`config.mk`:
```
export PLATFORM = sky130hd
export DESIGN_NAME = pipe_muldiv_unit_flat
export DESIGN_NICKNAME = d
export VERILOG_FILES = /design/src/rtl/pipe_muldiv_unit_if.sv /design/src/rtl/pipe_muldiv_unit.sv /design/src/flat_wrapper.sv
export SDC_FILE = /design/constraint.sdc
export NUM_CORES = 1
export LEC_CHECK = 0
export CAP_MARGIN = 20
export CORE_MARGIN = 1
export CORE_UTILIZATION = 51
export DETAILED_ROUTE_END_ITERATION = 8
export PLACE_DENSITY = 0.73
export SLEW_MARGIN = 25
export SYNTH_ARGS = -nofsm -noshare
export SYNTH_HDL_FRONTEND = slang
export SYNTH_SLANG_ARGS = --single-unit
```
`constraint.sdc`:
```
create_clock -name clk_i -period 3.9 [get_ports clk_i]
set_input_delay 0.78 -clock clk_i [delete_from_list [all_inputs] [get_ports clk_i]]
set_output_delay 0.78 -clock clk_i [all_outputs]
set_load 0.1 [all_outputs]
```
`src/rtl/pipe_muldiv_unit_if.sv`:
```
// Multiply/divide unit bundle: op launch, HI/LO moves, status and results.
// The pipeline controller is the master; the unit is the slave.
interface pipe_muldiv_unit_if #(
  parameter int WIDTH = 32
);
  logic             start;
  logic [1:0]       op;
  logic [WIDTH-1:0] a;
  logic [WIDTH-1:0] b;
  logic             flush;
  logic             wr_hi;
  logic             wr_lo;
  logic [WIDTH-1:0] wdata;
  logic             busy;
  logic             done;
  logic             div_zero;
  logic [WIDTH-1:0] hi;
  logic [WIDTH-1:0] lo;

  modport master (
    output start, op, a, b,
    output flush, wr_hi, wr_lo, wdata,
    input  busy, done, div_zero,
    input  hi, lo
  );

  modport slave (
    input  start, op, a, b,
    input  flush, wr_hi, wr_lo, wdata,
    output busy, done, div_zero,
    output hi, lo
  );
endinterface

```
`src/rtl/pipe_muldiv_unit.sv`:
```
// Iterative mult/multu/div/divu unit with HI/LO registers.
// Magnitudes run through an unsigned shift-add / restoring core.
module pipe_muldiv_unit #(
  parameter int WIDTH  = 32,
  parameter int UNROLL = 1
) (
  input logic               clk_i,
  input logic               reset_i,
  pipe_muldiv_unit_if.slave bus
);
  localparam int ITER = WIDTH / UNROLL;
  localparam int CW   = $clog2(ITER + 1);
  localparam int AW   = 2 * WIDTH + 1;

  typedef enum logic [1:0] {
    S_IDLE,
    S_RUN,
    S_FIX
  } state_e;

  state_e           state_q, state_d;
  logic [CW-1:0]    cnt_q, cnt_d;
  logic [AW-1:0]    acc_q, acc_d;
  logic [WIDTH-1:0] mb_q, mb_d;
  logic [WIDTH-1:0] araw_q, araw_d;
  logic             is_div_q, is_div_d;
  logic             neg_q, neg_d;
  logic             negr_q, negr_d;
  logic             dz_q, dz_d;
  logic [WIDTH-1:0] hi_q, hi_d;
  logic [WIDTH-1:0] lo_q, lo_d;
  logic             done_q, done_d;
  logic             dzf_q, dzf_d;

  logic             sgn;
  logic [WIDTH-1:0] ma, mbv;
  logic [AW-1:0]    step;
  logic [WIDTH:0]   part;
  logic [2*WIDTH-1:0] prod;
  logic [WIDTH-1:0] quo, rem;

  always_ff @(posedge clk_i) begin
    if (reset_i) begin
      state_q  <= S_IDLE;
      cnt_q    <= '0;
      acc_q    <= '0;
      mb_q     <= '0;
      araw_q   <= '0;
      is_div_q <= 1'b0;
      neg_q    <= 1'b0;
      negr_q   <= 1'b0;
      dz_q     <= 1'b0;
      hi_q     <= '0;
      lo_q     <= '0;
      done_q   <= 1'b0;
      dzf_q    <= 1'b0;
    end else begin
      state_q  <= state_d;
      cnt_q    <= cnt_d;
      acc_q    <= acc_d;
      mb_q     <= mb_d;
      araw_q   <= araw_d;
      is_div_q <= is_div_d;
      neg_q    <= neg_d;
      negr_q   <= negr_d;
      dz_q     <= dz_d;
      hi_q     <= hi_d;
      lo_q     <= lo_d;
      done_q   <= done_d;
      dzf_q    <= dzf_d;
    end
  end

  always_comb begin
    state_d  = state_q;
    cnt_d    = cnt_q;
    acc_d    = acc_q;
    mb_d     = mb_q;
    araw_d   = araw_q;
    is_div_d = is_div_q;
    neg_d    = neg_q;
    negr_d   = negr_q;
    dz_d     = dz_q;
    hi_d     = hi_q;
    lo_d     = lo_q;
    done_d   = 1'b0;
    dzf_d    = 1'b0;
    sgn      = 1'b0;
    ma       = '0;
    mbv      = '0;
    step     = acc_q;
    part     = '0;
    prod     = '0;
    quo      = '0;
    rem      = '0;

    unique case (state_q)
      S_IDLE: begin
        if (bus.wr_hi) hi_d = bus.wdata;
        if (bus.wr_lo) lo_d = bus.wdata;
        if (bus.start && !bus.flush) begin
          sgn = !bus.op[0];
          ma  = (sgn && bus.a[WIDTH-1]) ? -bus.a : bus.a;
          mbv = (sgn && bus.b[WIDTH-1]) ? -bus.b : bus.b;
          state_d  = S_RUN;
          cnt_d    = CW'(ITER);
          mb_d     = mbv;
          araw_d   = bus.a;
          is_div_d = bus.op[1];
          neg_d    = sgn && (bus.a[WIDTH-1] ^ bus.b[WIDTH-1]);
          negr_d   = sgn && bus.a[WIDTH-1];
          dz_d     = bus.op[1] && (bus.b == '0);
          acc_d    = {{(WIDTH+1){1'b0}}, ma};
        end
      end
      S_RUN: begin
        // div: remainder grows in the top half, quotient fills from bit 0
        for (int i = 0; i < UNROLL; i++) begin
          if (is_div_q) begin
            step = step << 1;
            if (step[AW-1:WIDTH] >= {1'b0, mb_q}) begin
              step[AW-1:WIDTH] = step[AW-1:WIDTH] - {1'b0, mb_q};
              step[0] = 1'b1;
            end
          end else begin
            part = {1'b0, step[2*WIDTH-1:WIDTH]}
                 + (step[0] ? {1'b0, mb_q} : '0);
            step = {1'b0, part, step[WIDTH-1:1]};
          end
        end
        acc_d = step;
        cnt_d = cnt_q - CW'(1);
        if (bus.flush) begin
          state_d = S_IDLE;
        end else if (cnt_q == CW'(1)) begin
          state_d = S_FIX;
        end
      end
      S_FIX: begin
        state_d = S_IDLE;
        if (!bus.flush) begin
          done_d = 1'b1;
          dzf_d  = dz_q;
          if (!is_div_q) begin
            prod = acc_q[2*WIDTH-1:0];
            if (neg_q) prod = -prod;
            hi_d = prod[2*WIDTH-1:WIDTH];
            lo_d = prod[WIDTH-1:0];
          end else if (dz_q) begin
            hi_d = araw_q;
            lo_d = '1;
          end else begin
            quo = acc_q[WIDTH-1:0];
            rem = acc_q[2*WIDTH-1:WIDTH];
            if (neg_q)  quo = -quo;
            if (negr_q) rem = -rem;
            hi_d = rem;
            lo_d = quo;
          end
        end
      end
      default: state_d = S_IDLE;
    endcase
  end

  assign bus.busy     = (state_q != S_IDLE);
  assign bus.done     = done_q;
  assign bus.div_zero = dzf_q;
  assign bus.hi       = hi_q;
  assign bus.lo       = lo_q;
endmodule

```
`src/flat_wrapper.sv`:
```
// flat-port wrapper written by rule: the top's interface ports become plain ports
module pipe_muldiv_unit_flat 
#(
  parameter int WIDTH  = 32,
  parameter int UNROLL = 1
)
  (clk_i, reset_i, bus_start, bus_op, bus_a, bus_b, bus_flush, bus_wr_hi, bus_wr_lo, bus_wdata, bus_busy, bus_done, bus_div_zero, bus_hi, bus_lo);
  pipe_muldiv_unit_if #(.WIDTH(WIDTH)) bus_i ();
  input logic clk_i;
  input logic reset_i;
  input wire logic [$bits(bus_i.start)-1:0] bus_start;
  input wire logic [$bits(bus_i.op)-1:0] bus_op;
  input wire logic [$bits(bus_i.a)-1:0] bus_a;
  input wire logic [$bits(bus_i.b)-1:0] bus_b;
  input wire logic [$bits(bus_i.flush)-1:0] bus_flush;
  input wire logic [$bits(bus_i.wr_hi)-1:0] bus_wr_hi;
  input wire logic [$bits(bus_i.wr_lo)-1:0] bus_wr_lo;
  input wire logic [$bits(bus_i.wdata)-1:0] bus_wdata;
  output wire logic [$bits(bus_i.busy)-1:0] bus_busy;
  output wire logic [$bits(bus_i.done)-1:0] bus_done;
  output wire logic [$bits(bus_i.div_zero)-1:0] bus_div_zero;
  output wire logic [$bits(bus_i.hi)-1:0] bus_hi;
  output wire logic [$bits(bus_i.lo)-1:0] bus_lo;
  assign bus_i.start = bus_start;
  assign bus_i.op = bus_op;
  assign bus_i.a = bus_a;
  assign bus_i.b = bus_b;
  assign bus_i.flush = bus_flush;
  assign bus_i.wr_hi = bus_wr_hi;
  assign bus_i.wr_lo = bus_wr_lo;
  assign bus_i.wdata = bus_wdata;
  assign bus_busy = bus_i.busy;
  assign bus_done = bus_i.done;
  assign bus_div_zero = bus_i.div_zero;
  assign bus_hi = bus_i.hi;
  assign bus_lo = bus_i.lo;
  pipe_muldiv_unit #(.WIDTH(WIDTH), .UNROLL(UNROLL)) u_core (.clk_i(clk_i), .reset_i(reset_i), .bus(bus_i));
endmodule
```
After elaboration in Yosys (flattened, before gate mapping):

Cells that the tools add are included.

* add/sub/neg operators: 8
* magnitude comparators: 1
* equality and inequality tests: 8
* muxes and demuxes: 28
* bitwise gates (word level): 2
* reductions and logical operators: 19

Operators with widths (count)
* two-way mux 32 bit: 14
* two-way mux 64 bit: 3
* negator 32 bit: 4
* one-hot mux 32 bit (2 select lines): 2
* one-hot mux 64 bit (2 select lines): 1
* negator 64 bit: 1
* adder 32 x 32 -> 33 bit: 1
* >= comparator 33 x 32 -> 1 bit: 1
* logical NOT 32 bit: 1
* subtractor 32 bit: 1
* one-hot mux 6 bit (2 select lines): 1
* equality test 6 x 1 -> 1 bit, second input constant: 1
* two-way mux 2 bit: 3
* two-way mux 6 bit: 1
* inequality test 2 bit, second input constant: 3
* AND reduction 2 bit: 3
* AND reduction 3 bit: 2
* nonzero test 2 bit: 3
* subtractor 6 x 1 -> 6 bit, second input constant: 1
* logical AND 1 bit: 5
* one-hot mux 2 bit (2 select lines): 1
* inequality test 3 x 2 -> 1 bit, second input constant: 1
* OR reduction 3 bit: 1
* equality test 2 x 1 -> 1 bit, second input constant: 1
* other kinds (8): 10

* flip-flop bits (word level): 206
* input bits: 104
* output and inout bits: 67
* logic and storage cells: 79

Depth between registers and ports, before layout:

Gate-level depths: netlist of run 1.

* depth after elaboration: 6
* gate-level depth with buffers: 15
* gate-level depth less buffers: 13

Worst setup path before layout of run 1:

OpenSTA, ideal clock, no wires.

* path type: reg-to-reg
* start point: register u_core.acc_q[0]
* end point: register u_core.acc_q[60]
* library setup time: 0.117 ns
* arrival time: 3.160 ns
* required time: 3.783 ns
* slack: 0.623 ns
* stages on the path, launching flop included: 15
* path buffers: 2
* period minus slack after synthesis: 3.277 ns
* path through: dfxtp_1 -> clkbuf_1 -> inv_1 -> clkbuf_1 -> nor2_1 -> ha_1 -> o21ai_0 -> o21bai_1 -> o211ai_1 -> a21oi_1 -> o21ai_0 -> o21ai_0 -> a21oi_1 -> or3b_2 -> a32o_1

* longest elaborated chain between the ends: 4

RTL lines
* start: declaration: line pipe_muldiv_unit.sv:23 `logic [AW-1:0] acc_q, acc_d;`
* start signal: assignment: line pipe_muldiv_unit.sv:46 `acc_q <= '0;`
* start signal: assignment: line pipe_muldiv_unit.sv:60 `acc_q <= acc_d;`
* two-way mux 32 bit: line pipe_muldiv_unit.sv:127 `+ (step[0] ? {1'b0, mb_q} : '0);`
* adder 32 x 32 -> 33 bit: line pipe_muldiv_unit.sv:127
* two-way mux 64 bit: line pipe_muldiv_unit.sv:119 `if (is_div_q) begin`
* one-hot mux 64 bit (2 select lines): line pipe_muldiv_unit.sv:97 `unique case (state_q)`

No other way between the ends.
A chain may end at the register's enable or synchronous reset.

Final worst setup path of run 1:

* start point: register u_core.acc_q[40]
* end point: register u_core.acc_q[59]

* longest elaborated chain between the ends: 4
* elaborated cells on any way between the ends: 6
* those cells by class: 2 x add/sub; 1 x order compare; 3 x mux

RTL lines
* subtractor 32 bit or >= comparator 33 x 32 -> 1 bit (tied branches): line pipe_muldiv_unit.sv:122, pipe_muldiv_unit.sv:121
* two-way mux 32 bit: line pipe_muldiv_unit.sv:121 `if (step[AW-1:WIDTH] >= {1'b0, mb_q}) begin`
* two-way mux 64 bit *: line pipe_muldiv_unit.sv:119
* one-hot mux 64 bit (2 select lines) *: line pipe_muldiv_unit.sv:97

Every way passes the cells marked *; elsewhere a longest branch is shown, timed or not.

==> results of run 1 <==
[flip-flops by register name, indices dropped and copies added, names as in the netlist]
register and flops:
u_core.bus.lo 32, u_core.bus.hi 32, u_core.cnt_q 6, u_core.is_div_q 1, u_core.negr_q 1, u_core.bus.done 1
u_core.mb_q 32, u_core.acc_q 64, u_core.neg_q 1, u_core.state_q 2, u_core.dz_q 1, u_core.bus.div_zero 1
u_core.araw_q 32
[worst min-delay path: stages (launching register included)]
cell     delay, ns
dfxtp_1       0.31
nand2_1       0.05
a21oi_1       0.05
[layer usage]
metal	up-vias	share of wire, %
li1	8217	-
met1	8244	40
met2	975	45
met3	219	7.9
met4	0	7.4
met5	-	0
[metrics by stage]
stage	cells	area, sq um	util, %	worst slack (ns)	hold WS [ns]
6_report	2710	19200	62.11	0.2027	0.4530
4_1_cts	2707	19170	62.03	0.3516	0.4523
2_1_floorplan	2198	16170	-	0.6228	0.4312
5_1_grt	2710	19200	62.11	0.001914	0.4750
3_5_place_dp	2664	18370	59.44	0.09829	0.4443
3_3_place_gp	2664	18370	59.44	0.1545	0.4388
[what timing repair did]
item	in CTS	in global routing
buffers inserted	0	3
setup endpoints to repair	0	1
gates resized for setup	0	1
hold buffers	0	0
[cells by family (layout without fill, tap and decap cells)]
kind of cell	Yosys count	count (layout)	synth area share, %
compound gates	705	705	29.03
buf+inv	242	358	5.719
mux	51	51	3.181
flops	206	206	25.51
xor+xnor	175	175	9.481
simple gates	747	747	21.41
fa+ha+maj	72	72	5.665
[area by class of cell]
class | instances | area [sq um]
repair buffers | 252 | 2362
clock inverters | 9 | 81.33
well taps | 396 | 495.5
fillers | 2843 | 11710
inverters | 63 | 240.2
clock buffers | 34 | 719.4
flip-flops and latches | 206 | 4128
multi-input cells | 1750 | 11170
[placed cells by master (no fill, tap or decap), types with 26 or more instances in the layout]
cell type and instances:
buf_4 80, o211ai_1 37, ha_1 70, dfxtp_1 205, nor3_1 42, mux2i_1 48, inv_1 62, nor4_1 26
nand2b_1 28, a211oi_1 104, nand3_1 32, nand2_1 268, xnor2_1 103, o221ai_1 38, o21ai_0 111, nor2_1 213
xor2_1 72, clkdlybuf4s50_1 168, o31ai_1 28, a311oi_1 27, a21oi_1 199, or3_1 26
[power by group through the flow]
stage	sequential, uW	combinational, uW	clock (uW)
final	2360	1780	2340
after global routing	2370	1900	2420
after CTS	2360	1750	2340
after detailed placement	2400	1750	0
after global placement	2400	1730	0
after floorplan	2670	891	0
[worst paths after layout]
kind / endpoint / slack, ns / cells past startpoint
max: u_core.acc_q[59]$_SDFFE_PP0P_ / 0.20 / 11
max reg2reg: u_core.acc_q[59]$_SDFFE_PP0P_ / 0.20 / 11
min reg2reg: u_core.bus.lo[16]$_SDFFE_PP0P_ / 0.45 / 2
min: u_core.bus.lo[16]$_SDFFE_PP0P_ / 0.45 / 2
==> impl_results.md, run 1 <==
- Via density: 6.515
- Crit path largest cell delay: between 0.7 and 0.8 ns
- Initial antenna violation count: 0
- Number of flops mapped to enable cells by yosys: 0
- NumNets Final: 2474
- First-pass GRT wire length: approximately 90 mm
- CORE AREA: between 30000 and 40000 sq um
- Critical Path RT: ~4.4 ns
- Chip Width: 180.0 um
- Seq/Total Area, Yosys: 25.51%
- Arrival time of the worst setup path: between 4 and 5 ns
- Overall routing resource usage: a little over a third
- Max Fclk: 0.2705 GHz
- Final clock skew: 0.009061 ns
- Critical Path Start Type: flop
- Synthesized flop and latch total: 206
- Vias in the first global route: roughly 16k
- Comb power frac: ~28%
- Buf/Inv on CP: 1
- Critical path class: reg2reg
- Num CTS Buffers: 25
- Top delay family on crit path: simple AND/OR/NAND/NOR gates
- Total power: 6484 uW
- Pwr Density: 337.7 nW/um^2
- CP startpoint: u_core.acc_q[40]$_SDFFE_PP0P_
- Post-synth top area cell: dfxtp_1
- Hold Violations, Final: 0
- Antenna cell count: 0
- Slew margin rel.: 33.13%
- Final-report setup violation count: 0
- CTS clk-pin slew, worst paths: 0.06 ns
- Starting DRT DRC Count: 1714
- Worst-path cell chain: ha_1 -> nand4_1 -> nor4b_1 -> a21oi_1 -> o21ai_0 -> o32a_1 -> o21ai_4 -> buf_4 -> nor2_1 -> a22oi_1 -> o211ai_1
- Met3 Usage GRT: approximately 4%
- First-pass detailed-route iteration total: 5
- GP Congestion: 1.035
- Root buffer cell: clkbuf_16
- Post-synth top cells: nand2_1 (268), nor2_1 (213), dfxtp_1 (206)
- Chip height: 180.0 um
- Crit path max-delay cell type: nor4b_1
- Asr flop ratio synth: 0%
- Drt drc: 0
- Clk_lat worst skew: around 0.54 ns
- IO Count: around 170
- Sw Pwr: 2291 uW
- Synthesized area: about 16000 sq um
- Cell with the most instances after synthesis: nand2_1
- Synth area leaders: dfxtp_1 (26%), a21oi_1 (6.2%), nand2_1 (6.2%)
- Sequential share of power: 36.4%
- Share of layout cells above drive strength 1: roughly 6.6%
- Worst-Margin Slew: ~1 ns
- Hold wc startpoint: u_core.bus.lo[16]$_SDFFE_PP0P_
- Routed Antenna Nets: 0
- Crit-path max FO: 24
- IO Port Bufs: between 150 and 200
- CP endpoint kind: flop
- Outcome: finished, final reports clean
- Post-synth top flop: dfxtp_1
- Avg Cell Area, Syn: around 7.4 sq um
- Site row count: 64
- Final setup TNS: 0 ns
- Drt total wl: 59.99 mm
- DPL Wire Length: 45.14 mm
- Synth top area share: around a quarter
- Vias post-DR: 17.66k
- Die area: 32420 sq um
- Starting Density: roughly 52%
- Sink Count: 206
- Synth cell types: 73
- Area growth from synthesis to layout: 18.75%
- VDD IR max: 0.3309 mV
- HP Class: reg2reg
- Mapped Cells: 2198
- Max cap viols: 0
- Sw Share: 35.34%
- Global route hottest layer: met2
- GRT overflow: 0
- Met2 Usage GRT: just under 60%
- Htree depth: 1
- P_leak: 0.007248 uW
- Min Clock Period, post-route: 3.697 ns
- Clock power share: 36.1%
- Reg2reg start: u_core.acc_q[40]$_SDFFE_PP0P_
- Fin. max-slew vios: 0
- Yosys synthesis warning count: 0
- Syn Nets: about 2.4k
- Post-DR wirelength/cell: 22.14 um
- Global Route met1 Usage: around 45%
- Largest net degree at the start of global routing: 133
- Fin crit share: a little over nine tenths
- CTS tree: yes
- RSZ-0062 raised after global routing: no
- Clock tree buffer depth: 3
- Int Power: 4192 uW
(Power assumes the default switching activity.)
==> run 2: changes to the inputs <==
clock period = 3.59 ns   (was 3.9 ns; I/O delays follow)
==> run 2 against run 1 <==
Die area unchanged. Maximum frequency increased by 7.2%. Sequential share of layout area decreased by 0.48 points. Design area increased by 2.3%. Largest cell class unchanged.
==> impl_results.md, run 2 (same netlist as run 1, synthesis figures left out) <==
- Outcome: finished, final reports clean (unchanged)
- Die area: 32420 sq um (unchanged)
- Commonest cells after routing, fill and taps aside: nand2_1 (268), nor2_1 (213), dfxtp_1 (205) (unchanged)
- Overall routing resource usage: 36.36% (was 35.80%)
- Chip Width: 180.0 um (unchanged)
- Htree depth: 1 (unchanged)
- CTS clk-pin slew, worst paths: 0.06 ns (about the same)
- Root buffer cell: clkbuf_16 (unchanged)
- Crit path max-delay cell type: or4_4 (was nor4b_1)
- NumNets Final: 2517 (was 2474)
- Area growth from synthesis to layout: 21.46% (was 18.75%)
- Starting Density: 52.30% (unchanged)
- Fin. max-slew vios: 0 (unchanged)
- Fin crit share: 96.08% (was 94.80%)
- Largest net degree at the start of global routing: 171 (was 133)
- Placement-stage cell area: 18680 sq um (was 18370 sq um)
- VDD IR max: 0.4254 mV (was 0.3309 mV)
- Critical Path Start Type: flop (unchanged)
- IO Count: 171 (unchanged)
- Initial antenna violation count: 1 (was 0)
- Clk_lat worst skew: 0.54 ns (about the same)
- Min Clock Period, post-route: 3.449 ns (was 3.697 ns)
- Post-DR wirelength/cell: 21.97 um (was 22.14 um)
- Placed instance count: 2706 (was 2664)
- Crit-path max FO: 17 (was 24)
- First-pass detailed-route iteration total: 5 (unchanged)
- First-pass GRT wire length: 93.74 mm (was 92.33 mm)
- Worst-path cell chain: or4_4 -> or4_4 -> nor4_1 -> buf_4 -> nand3_1 -> buf_4 -> o41a_1 -> xor2_1 -> o211ai_1 -> a311oi_1 (was ha_1 -> nand4_1 -> nor4b_1 -> a21oi_1 -> o21ai_0 -> o32a_1 -> o21ai_4 -> buf_4 -> nor2_1 -> a22oi_1 -> o211ai_1)
- Drt drc: 0 (unchanged)
- IO Port Bufs: 170 (unchanged)
- Worst-Margin Slew: 1.040 ns (was 0.9999 ns)
- CORE AREA: 30910 sq um (unchanged)
- HP Class: in2reg (was reg2reg)
- Num CTS Buffers: 25 (unchanged)
- GRT overflow: 0 (unchanged)
- Slew margin rel.: 30.47% (was 33.13%)
- Critical path class: reg2reg (unchanged)
- Chip height: 180.0 um (unchanged)
- Max cap viols: 0 (unchanged)
- Max Fclk: 0.2899 GHz (was 0.2705 GHz)
- Final-report setup violation count: 0 (unchanged)
- Hold WS: 0.4155 ns (was 0.4530 ns)
- Fillers: 2809 (was 2843)
- CP endpoint kind: flop (unchanged)
- Antenna cell count: 0 (unchanged)
- Starting DRT DRC Count: 1743 (was 1714)
- Sink Count: 206 (unchanged)
- Critical Path RT: 3.96 ns (was 4.36 ns)
- DPL Wire Length: 45.80 mm (was 45.14 mm)
- Crit path largest cell delay: 0.57 ns (was 0.76 ns)
- P_leak: 0.007492 uW (was 0.007248 uW)
- Site row count: 64 (unchanged)
- Clock tree buffer depth: 3 (unchanged)
- Total power: 7365 uW (was 6484 uW)
- Share of layout cells above drive strength 1: 8.605% (was 6.612%)
- Vias in the first global route: 16.55k (was 16.31k)
- Flip-flop count of the largest register after layout: 64 (unchanged)
- Final setup TNS: 0 ns (unchanged)
- Hold Violations, Final: 0 (unchanged)
- Vias post-DR: 17.63k (was 17.66k)
- Arrival time of the worst setup path: 3.82 ns (was 4.16 ns)
- Final clock skew: 0.01532 ns (was 0.009061 ns)
- GP Congestion: 0.9876 (was 1.035)
- Largest Register: u_core.acc_q (unchanged)
- Final Cell Area: 19640 sq um (was 19200 sq um)
- Routed Antenna Nets: 0 (unchanged)
- Via density: 6.400 (was 6.515)
- Final std cells w/o fill: 2755 (was 2710)
- Pwr Density: 375.0 nW/um^2 (was 337.7 nW/um^2)
- Drt total wl: 60.53 mm (was 59.99 mm)
- Most common cell after layout, fill and taps aside: nand2_1 (unchanged)
- CTS tree: yes (unchanged)
[run 2: power by group]
part / total [uW] / leakage, uW / switching [uW] / internal [uW]
Sequential: 2550 / 0.00169 / 133 / 2420
Clock: 2810 / 0.000431 / 1100 / 1710
Combinational: 2000 / 0.00537 / 1300 / 700
[run 2: repair_timing]
action                                  CTS  global route
endpoints found under the hold margin     0             0
hold buffers                              0             0
resized for setup                         0             4
endpoints found under the setup margin    0             8
buffers inserted                          0             4
[run 2: critical path: cells and delay by family, from the launching register on]
| family | cells | cell delay, ns |
|---|---|---|
| AO/OA/AOI/OAI | 3 | 0.87 |
| XOR/XNOR | 1 | 0.14 |
| buffers and inverters | 2 | 0.44 |
| flip-flops | 1 | 0.31 |
| AND/OR/NAND/NOR | 4 | 1.52 |
[run 2: metal layers]
layer  track usage [%]  up-vias  part of all wire, %
met2             60.48      880                   45
li1                  -     8284                    -
met3             4.224      195                  7.6
met1             45.62     8271                   40
met5                 0        -                0.028
met4             20.96        2                  6.5
[run 2: area by class of cell]
cell class                 count  area [sq um]  share of cell area (%)
clock buffer                  32         723.2                   3.683
sequential                   206          4128                   21.02
tap                          396         495.5                   2.523
multi-input combinational   1750         11180                   56.96
inverter                      63         240.2                   1.223
timing repair buffer         295          2680                   13.65
clock inverter                13         185.2                  0.9430
[run 2: stage by stage]
step | setup slack (ns) | utilization, %
final | 0.1406 | 63.53
after global routing | -0.01829 | 63.53
after CTS | 0.1871 | 63.39
after detailed placement | 0.05476 | 60.45
after global placement | 0.1210 | 60.45
after floorplan | 0.3128 | -
[run 2: path summary, 6_finish.rpt]
| kind | startpoint | endpoint | slack, ns | cells after the start |
|---|---|---|---|---|
| worst max-delay path | u_core.acc_q[10]$_SDFFE_PP0P_ | u_core.bus.hi[7]$_SDFFE_PP0P_ | 0.14 | 10 |
| worst min-delay path | reset_i | u_core.dz_q$_SDFFE_PP0P_ | 0.42 | 2 |
| worst max register to register | u_core.acc_q[10]$_SDFFE_PP0P_ | u_core.bus.hi[7]$_SDFFE_PP0P_ | 0.14 | 10 |
| worst min register to register | u_core.araw_q[29]$_SDFFE_PP0P_ | u_core.araw_q[29]$_SDFFE_PP0P_ | 0.45 | 2 |
